===== config.mk =====
export PLATFORM = sky130hd
export DESIGN_NAME = uart_rx_os
export DESIGN_NICKNAME = d
export VERILOG_FILES = /design/src/rtl/uart_pkg.sv /design/src/rtl/uart_rx_sync.sv /design/src/rtl/uart_rx_os.sv
export SDC_FILE = /design/constraint.sdc
export NUM_CORES = 1
export LEC_CHECK = 0
export ABC_AREA = 1
export CORE_AREA = 5 5 94 96
export CTS_BUF_LIST = sky130_fd_sc_hd__clkbuf_8
export DETAILED_ROUTE_END_ITERATION = 12
export DIE_AREA = 0 0 99 101
export PLACE_DENSITY = 0.55
export SETUP_SLACK_MARGIN = 0.05
export SLEW_MARGIN = 20
export SYNTH_ARGS = -nofsm -noshare
export SYNTH_HDL_FRONTEND = slang
export SYNTH_SLANG_ARGS = --single-unit

===== constraint.sdc =====
create_clock -name clk -period 4.75 [get_ports clk]
set_input_delay 1.1875 -clock clk [delete_from_list [all_inputs] [get_ports clk]]
set_output_delay 1.1875 -clock clk [all_outputs]
set_load 0.02 [all_outputs]

===== src/rtl/uart_pkg.sv =====
// Shared UART types and constants: line configuration enums, receiver FSM states
// and the received-word payload.
package uart_pkg;

    localparam int unsigned UART_MIN_DATA_BITS = 5;
    localparam int unsigned UART_MAX_DATA_BITS = 9;

    typedef enum logic [1:0] {
        PARITY_NONE = 2'd0,
        PARITY_ODD  = 2'd1,
        PARITY_EVEN = 2'd2
    } parity_t;

    typedef enum logic {
        STOP_BITS_1 = 1'b0,
        STOP_BITS_2 = 1'b1
    } stop_bits_t;

    typedef enum logic [2:0] {
        S_IDLE      = 3'd0,
        S_START     = 3'd1,
        S_DATA      = 3'd2,
        S_PARITY    = 3'd3,
        S_STOP1     = 3'd4,
        S_STOP2     = 3'd5,
        S_WAIT_HIGH = 3'd6
    } rx_os_state_t;

    // Received word plus its status, loaded into the holding register as one unit
    typedef struct packed {
        logic [UART_MAX_DATA_BITS-1:0] data;
        logic                          parity_err;
        logic                          frame_err;
        logic                          brk;
    } rx_word_t;

endpackage


===== src/rtl/uart_rx_sync.sv =====
// Metastability synchroniser for the asynchronous rx pin; flops reset to the
// idle-high line level so reset never looks like a start bit.
module uart_rx_sync #(
    parameter int unsigned SYNC_STAGES = 2
) (
    input  logic clk,
    input  logic rst,
    input  logic rx,
    output logic rx_s
);

    logic [SYNC_STAGES-1:0] sync_q;

    always_ff @(posedge clk or posedge rst) begin
        if (rst) begin
            sync_q <= '1;
        end else begin
            sync_q <= {sync_q[SYNC_STAGES-2:0], rx};
        end
    end

    assign rx_s = sync_q[SYNC_STAGES-1];

endmodule


===== src/rtl/uart_rx_os.sv =====
// Oversampling UART receiver: mid-bit sampling on baud_tick, configurable frame
// format, parity/framing/break/overrun detection and a one-entry valid/ready output.
module uart_rx_os
    import uart_pkg::*;
#(
    parameter int unsigned OVERSAMPLE    = 16,
    parameter int unsigned MAX_DATA_BITS = 9,
    parameter int unsigned SYNC_STAGES   = 2
) (
    input  logic                     clk,
    input  logic                     rst,
    input  logic                     baud_tick,
    input  logic                     rx,
    input  logic [3:0]               num_data_bits,
    input  stop_bits_t               stop_bits,
    input  parity_t                  parity,
    output logic [MAX_DATA_BITS-1:0] rx_data,
    output logic                     rx_valid,
    input  logic                     rx_ready,
    output logic                     rx_parity_err,
    output logic                     rx_frame_err,
    output logic                     rx_break,
    output logic                     rx_overrun,
    output logic                     rx_busy
);

    localparam int unsigned CNT_W = $clog2(OVERSAMPLE);
    localparam logic [CNT_W-1:0] CNT_MID = CNT_W'(OVERSAMPLE / 2 - 1);
    localparam logic [CNT_W-1:0] CNT_END = CNT_W'(OVERSAMPLE - 1);
    localparam logic [3:0] N_MIN = 4'(UART_MIN_DATA_BITS);
    localparam logic [3:0] N_MAX = 4'(MAX_DATA_BITS);

    logic rx_s;

    uart_rx_sync #(
        .SYNC_STAGES(SYNC_STAGES)
    ) u_sync (
        .clk (clk),
        .rst (rst),
        .rx  (rx),
        .rx_s(rx_s)
    );

    rx_os_state_t             state_q, state_d;
    logic [CNT_W-1:0]         cnt_q, cnt_d;
    logic [3:0]               bit_cnt_q, bit_cnt_d;
    logic [MAX_DATA_BITS-1:0] shreg_q, shreg_d;
    logic [3:0]               n_q, n_d;
    logic                     stop2_q, stop2_d;
    parity_t                  par_mode_q, par_mode_d;
    logic                     par_acc_q, par_acc_d;
    logic                     perr_q, perr_d;
    logic                     ferr_q, ferr_d;
    logic                     zero_q, zero_d;

    logic                     done_c;
    logic                     ferr_now_c;
    logic [3:0]               n_clamp_c;
    logic [3:0]               shamt_c;
    logic [MAX_DATA_BITS-1:0] aligned_c;
    rx_word_t                 word_c;
    logic                     accept_c;

    rx_word_t                 hold_q;

    always_comb begin
        if (num_data_bits < N_MIN) begin
            n_clamp_c = N_MIN;
        end else if (num_data_bits > N_MAX) begin
            n_clamp_c = N_MAX;
        end else begin
            n_clamp_c = num_data_bits;
        end
    end

    // Frame sequencing; every transition is gated by baud_tick
    always_comb begin
        state_d    = state_q;
        cnt_d      = cnt_q;
        bit_cnt_d  = bit_cnt_q;
        shreg_d    = shreg_q;
        n_d        = n_q;
        stop2_d    = stop2_q;
        par_mode_d = par_mode_q;
        par_acc_d  = par_acc_q;
        perr_d     = perr_q;
        ferr_d     = ferr_q;
        zero_d     = zero_q;
        done_c     = 1'b0;
        ferr_now_c = ferr_q | ~rx_s;

        if (baud_tick) begin
            case (state_q)
                S_IDLE: begin
                    if (!rx_s) begin
                        state_d    = S_START;
                        cnt_d      = '0;
                        n_d        = n_clamp_c;
                        stop2_d    = (stop_bits == STOP_BITS_2);
                        par_mode_d = parity;
                    end
                end
                S_START: begin
                    if (cnt_q == CNT_MID) begin
                        if (rx_s) begin
                            state_d = S_IDLE;
                        end else begin
                            state_d   = S_DATA;
                            cnt_d     = '0;
                            bit_cnt_d = '0;
                            shreg_d   = '0;
                            par_acc_d = 1'b0;
                            perr_d    = 1'b0;
                            ferr_d    = 1'b0;
                            zero_d    = 1'b1;
                        end
                    end else begin
                        cnt_d = cnt_q + CNT_W'(1);
                    end
                end
                S_DATA: begin
                    if (cnt_q == CNT_END) begin
                        cnt_d     = '0;
                        shreg_d   = {rx_s, shreg_q[MAX_DATA_BITS-1:1]};
                        par_acc_d = par_acc_q ^ rx_s;
                        zero_d    = zero_q & ~rx_s;
                        bit_cnt_d = bit_cnt_q + 4'd1;
                        if ((bit_cnt_q + 4'd1) == n_q) begin
                            state_d = (par_mode_q != PARITY_NONE) ? S_PARITY : S_STOP1;
                        end
                    end else begin
                        cnt_d = cnt_q + CNT_W'(1);
                    end
                end
                S_PARITY: begin
                    if (cnt_q == CNT_END) begin
                        cnt_d   = '0;
                        perr_d  = (par_mode_q == PARITY_ODD) ? ~(par_acc_q ^ rx_s)
                                                             : (par_acc_q ^ rx_s);
                        zero_d  = zero_q & ~rx_s;
                        state_d = S_STOP1;
                    end else begin
                        cnt_d = cnt_q + CNT_W'(1);
                    end
                end
                S_STOP1: begin
                    if (cnt_q == CNT_END) begin
                        cnt_d  = '0;
                        ferr_d = ferr_now_c;
                        zero_d = zero_q & ~rx_s;
                        if (stop2_q) begin
                            state_d = S_STOP2;
                        end else begin
                            done_c  = 1'b1;
                            state_d = ferr_now_c ? S_WAIT_HIGH : S_IDLE;
                        end
                    end else begin
                        cnt_d = cnt_q + CNT_W'(1);
                    end
                end
                S_STOP2: begin
                    if (cnt_q == CNT_END) begin
                        cnt_d   = '0;
                        ferr_d  = ferr_now_c;
                        done_c  = 1'b1;
                        state_d = ferr_now_c ? S_WAIT_HIGH : S_IDLE;
                    end else begin
                        cnt_d = cnt_q + CNT_W'(1);
                    end
                end
                S_WAIT_HIGH: begin
                    if (rx_s) begin
                        state_d = S_IDLE;
                    end
                end
                default: begin
                    state_d = S_IDLE;
                end
            endcase
        end
    end

    always_ff @(posedge clk or posedge rst) begin
        if (rst) begin
            state_q    <= S_IDLE;
            cnt_q      <= '0;
            bit_cnt_q  <= '0;
            shreg_q    <= '0;
            n_q        <= N_MIN;
            stop2_q    <= 1'b0;
            par_mode_q <= PARITY_NONE;
            par_acc_q  <= 1'b0;
            perr_q     <= 1'b0;
            ferr_q     <= 1'b0;
            zero_q     <= 1'b0;
        end else begin
            state_q    <= state_d;
            cnt_q      <= cnt_d;
            bit_cnt_q  <= bit_cnt_d;
            shreg_q    <= shreg_d;
            n_q        <= n_d;
            stop2_q    <= stop2_d;
            par_mode_q <= par_mode_d;
            par_acc_q  <= par_acc_d;
            perr_q     <= perr_d;
            ferr_q     <= ferr_d;
            zero_q     <= zero_d;
        end
    end

    // Data was shifted in from the MSB end; right-align it to the frame length
    always_comb begin
        shamt_c           = N_MAX - n_q;
        aligned_c         = shreg_q >> shamt_c;
        word_c.data       = UART_MAX_DATA_BITS'(aligned_c);
        word_c.parity_err = perr_q;
        word_c.frame_err  = ferr_d;
        word_c.brk        = zero_d;
    end

    assign accept_c = rx_valid & rx_ready;

    // One-entry holding register; a same-clk accept frees the slot for a completing frame
    always_ff @(posedge clk or posedge rst) begin
        if (rst) begin
            hold_q     <= '0;
            rx_valid   <= 1'b0;
            rx_overrun <= 1'b0;
            rx_busy    <= 1'b0;
        end else begin
            rx_overrun <= done_c & rx_valid & ~accept_c;
            rx_busy    <= (state_d != S_IDLE);
            if (done_c && (!rx_valid || accept_c)) begin
                hold_q   <= word_c;
                rx_valid <= 1'b1;
            end else if (accept_c) begin
                rx_valid <= 1'b0;
            end
        end
    end

    assign rx_data       = hold_q.data[MAX_DATA_BITS-1:0];
    assign rx_parity_err = hold_q.parity_err;
    assign rx_frame_err  = hold_q.frame_err;
    assign rx_break      = hold_q.brk;

endmodule


==> flow_summary_export.csv <==
group,metric,value,unit
yosys,synthesis.instances,333,
clock_tree,ctsHoldBuffers,0,
power,pwr-share-comb,38.1,%
global_route,grt_usage,12.0,%
clock_tree,cts_resized,0,
setup_path,max_stage_delay,0.73,ns
clock_tree,clock_latency,0.30,ns
setup_path,r2r_slack,2.83,ns
sta,maxSlewHeadroom,44.8,%
placement,port_buffers,26,
setup_path,end_kind,"flip-flop",
power,seq_power_share,41.1,%
sta,layout_min_cycle_time,2.68,ns
setup_path,critPathLaunchType,"input port",
drt,wl_per_cell,12.3,um
drt,via_per_inst,4.82,
floorplanning,die_h,101,um
sta,worstMarginPinSlew,0.827,ns
power,power,0.00139,W
layout,fillers,846,
yosys,syn-num-nets,348,
yosys,synth_area,0.00270,mm2
global_route,grt_remaining_overflow,0,
power,swShare,40.7,%
layout,layout_commonest_cell,"nand2_1",
clock_tree,cts_tree,"yes",
floorplanning,fp.dieW,99,um
setup_path,setup.worst_path.class,"input port to flip-flop",
setup_path,cpLargestDelayFamily,"buffers and inverters",
drt,route.antenna.remaining_nets,0,
sta,slew_violations,0,
setup_path,cp_max_fo,10,
layout,post-route-util,39.3,%
yosys,ys.warnings.count,0,
sta,setup_violations,0,
sta,fin_skew,0.00795,ns
global_route,grt_pass1_vias,2115,
setup_path,cp_cell_sequence,"clkdlybuf4s50_1 -> inv_1 -> a21oi_1 -> nand2_1 -> a31oi_1 -> mux2i_1",
sta,finalCritPeriodShare,56.3,%
layout,area_delta_synth_final,16.1,%
setup_path,cp.required,4.93,ns
power,p_clk_share,20.8,%
sta,fmax,374,MHz
power,p_switching,0.000566,W
layout,antenna_cells,0,
floorplanning,core_region_area,0.00797,mm2
layout,layout_common_cells,"97 x nand2_1, 44 x dfrtp_1, 41 x inv_1, 26 x clkdlybuf4s50_1, 21 x nor2_1",
floorplanning,row_count,33,
setup_path,cp_data_arrival_time,2.86,ns
yosys,syn_area_per_cell,8.09,um2
global_route,grt_pass1_wl,9800,um
clock_tree,cts.clk_slew.worst_paths,0.09,ns
yosys,ys_seq_area_share,44.8,%
power,p_leak,1.51,nW
drt,drt_pass1_iterations,4,
power,irDropWorstVdd,163,uV
layout,fin_nets,372,
sta,rsz0062_at_grt,"false",
yosys,synth_edf_count,0,
worst_hold_path,hp-class,"flip-flop to flip-flop",
yosys,synth-seq-cells,48,
status,status,"completed",
clock_tree,postCtsSetupRepairBufs,0,
floorplanning,dieArea,0.0100,mm2
sta,fin_setup_tns,0,ns
drt,drt-initial-drc-count,88,
yosys,async_flop_share,100,%
drt,drc,0,
drt,vias,2231,
global_route,antenna_found_initial,0,
clock_tree,htree_levels,2,
setup_path,cpMaxStageDelayCell,"clkdlybuf4s50_1",
job,drv_cap,0,
yosys,synth_top_flop_cell,"dfrtp_1",
clock_tree,cts.path.max_buffers,2,
setup_path,critPathBufInv,2,
power,p_per_area,444,mW/mm2
drt,routed_wl,5700,um
global_route,grt_max_degree,49,
power,power.internal,0.000824,W
clock_tree,clock_sinks,48,
clock_tree,cts_buffers,5,
yosys,synth_cell_types,35,
floorplanning,start_util,33.8,%
layout,drive_above_1_share,10.6,%
floorplanning,ioPinCount,27,
placement,place.gp.congestion,0.870,
clock_tree,root_buffer,"clkbuf_8",
sta,timing.final.hold_violations,0,
placement,dp.final_hpwl,4250,um
-- metal layers --
layer | share of wire (%) | global-route usage [%] | wire, um
met5 | 0 | 0 | 0
met3 | 4.2 | 2.49 | 241
met4 | 0.77 | 2.84 | 44
met1 | 51 | 16.6 | 2930
met2 | 44 | 19.2 | 2490
-- cell usage after synthesis (3+ instances only) --
cell type | n | share of area, %
o21ai_1 | 4 | 0.74
xnor2_1 | 3 | 0.98
o31ai_1 | 5 | 1.4
nor2_4 | 3 | 1.3
o21ai_0 | 20 | 3.7
inv_2 | 6 | 0.84
buf_2 | 6 | 1.1
nand3_1 | 19 | 3.5
nor2_1 | 21 | 2.9
o211ai_1 | 8 | 2.2
nand4_1 | 3 | 0.70
ha_1 | 3 | 1.4
o22ai_1 | 4 | 0.93
a21oi_1 | 9 | 1.7
o21bai_1 | 3 | 0.84
dfstp_2 | 4 | 3.9
o22ai_2 | 10 | 4.6
nand2_1 | 97 | 14
dfrtp_1 | 44 | 41
inv_1 | 41 | 5.7
-- final cells by class --
| type | count | area [um2] | share of cell area [%] |
|---|---|---|---|
| clock buffers | 5 | 68.8 | 2.20 |
| well taps | 105 | 131 | 4.20 |
| inverters | 47 | 178 | 5.68 |
| clock inverters | 3 | 38.8 | 1.24 |
| flip-flops and latches | 48 | 1210 | 38.6 |
| repair buffers | 26 | 260 | 8.32 |
| multi-input cells | 229 | 1240 | 39.8 |
-- worst register-to-register path, delay by kind of cell, from the launching register on --
family                   cells  cell delay (ns)
AND/OR/NAND/NOR              4             0.81
flip-flops                   1             0.40
AO/OA/AOI/OAI                2             0.33
adder cells (fa/ha/maj)      1             0.24
buffers and inverters        1             0.07
-- power groups by stage --
stage	clock [W]	combinational [W]	sequential [W]
CTS	0.000305	0.000531	0.000571
finish	0.000289	0.000529	0.000572
floorplan	0	0.000451	0.000536
global placement	0	0.000529	0.000577
detailed placement	0	0.000528	0.000579
global route	0.000317	0.000602	0.000585
-- cells by family (layout without fill, tap and decap cells) --
logic type / after synthesis / in the layout / share of synthesized area (%)
muxes: 1 / 1 / 0.371
buffers and inverters: 56 / 81 / 9.05
xor gates and xnor gates: 5 / 5 / 1.63
adders and majority gates: 3 / 3 / 1.39
AOI/OAI and AO/OA: 68 / 68 / 17.5
and+or+nand+nor: 152 / 152 / 25.3
DFF: 48 / 48 / 44.8
-- state kept, by name (all words and copies together) (netlist names), 2 cells and up --
| register | count |
|---|---|
| state_q | 3 |
| bit_cnt_q | 4 |
| par_mode_q | 2 |
| n_q | 4 |
| cnt_q | 4 |
| rx_data | 9 |
| u_sync.sync_q | 2 |
| shreg_q | 9 |
-- per-stage QoR --
stage | area, um2 | hold slack, ns | worst slack [ns] | cells
global route | 3130 | 0.365 | 1.90 | 463
CTS | 3130 | 0.360 | 2.13 | 463
finish | 3130 | 0.358 | 2.07 | 463
global placement | 3020 | 0.347 | 1.86 | 455
floorplan | 2700 | 0.345 | 2.42 | 333
detailed placement | 3020 | 0.347 | 1.81 | 455
-- path summary, 6_finish.rpt --
| path | from | endpoint | depth (start not counted) |
|---|---|---|---|
| worst max-delay path | baud_tick | cnt_q[0] | 6 |
| worst min-delay path | u_sync.sync_q[0] | u_sync.sync_q[1] | 0 |
| worst max register to register | cnt_q[0] | shreg_q[0] | 8 |
| worst min register to register | u_sync.sync_q[0] | u_sync.sync_q[1] | 0 |
| max in group asynchronous | rst | bit_cnt_q[0] | 2 |
| min in group asynchronous | rst | cnt_q[2] | 2 |
No activity file was read; power rests on OpenSTA's default activity.
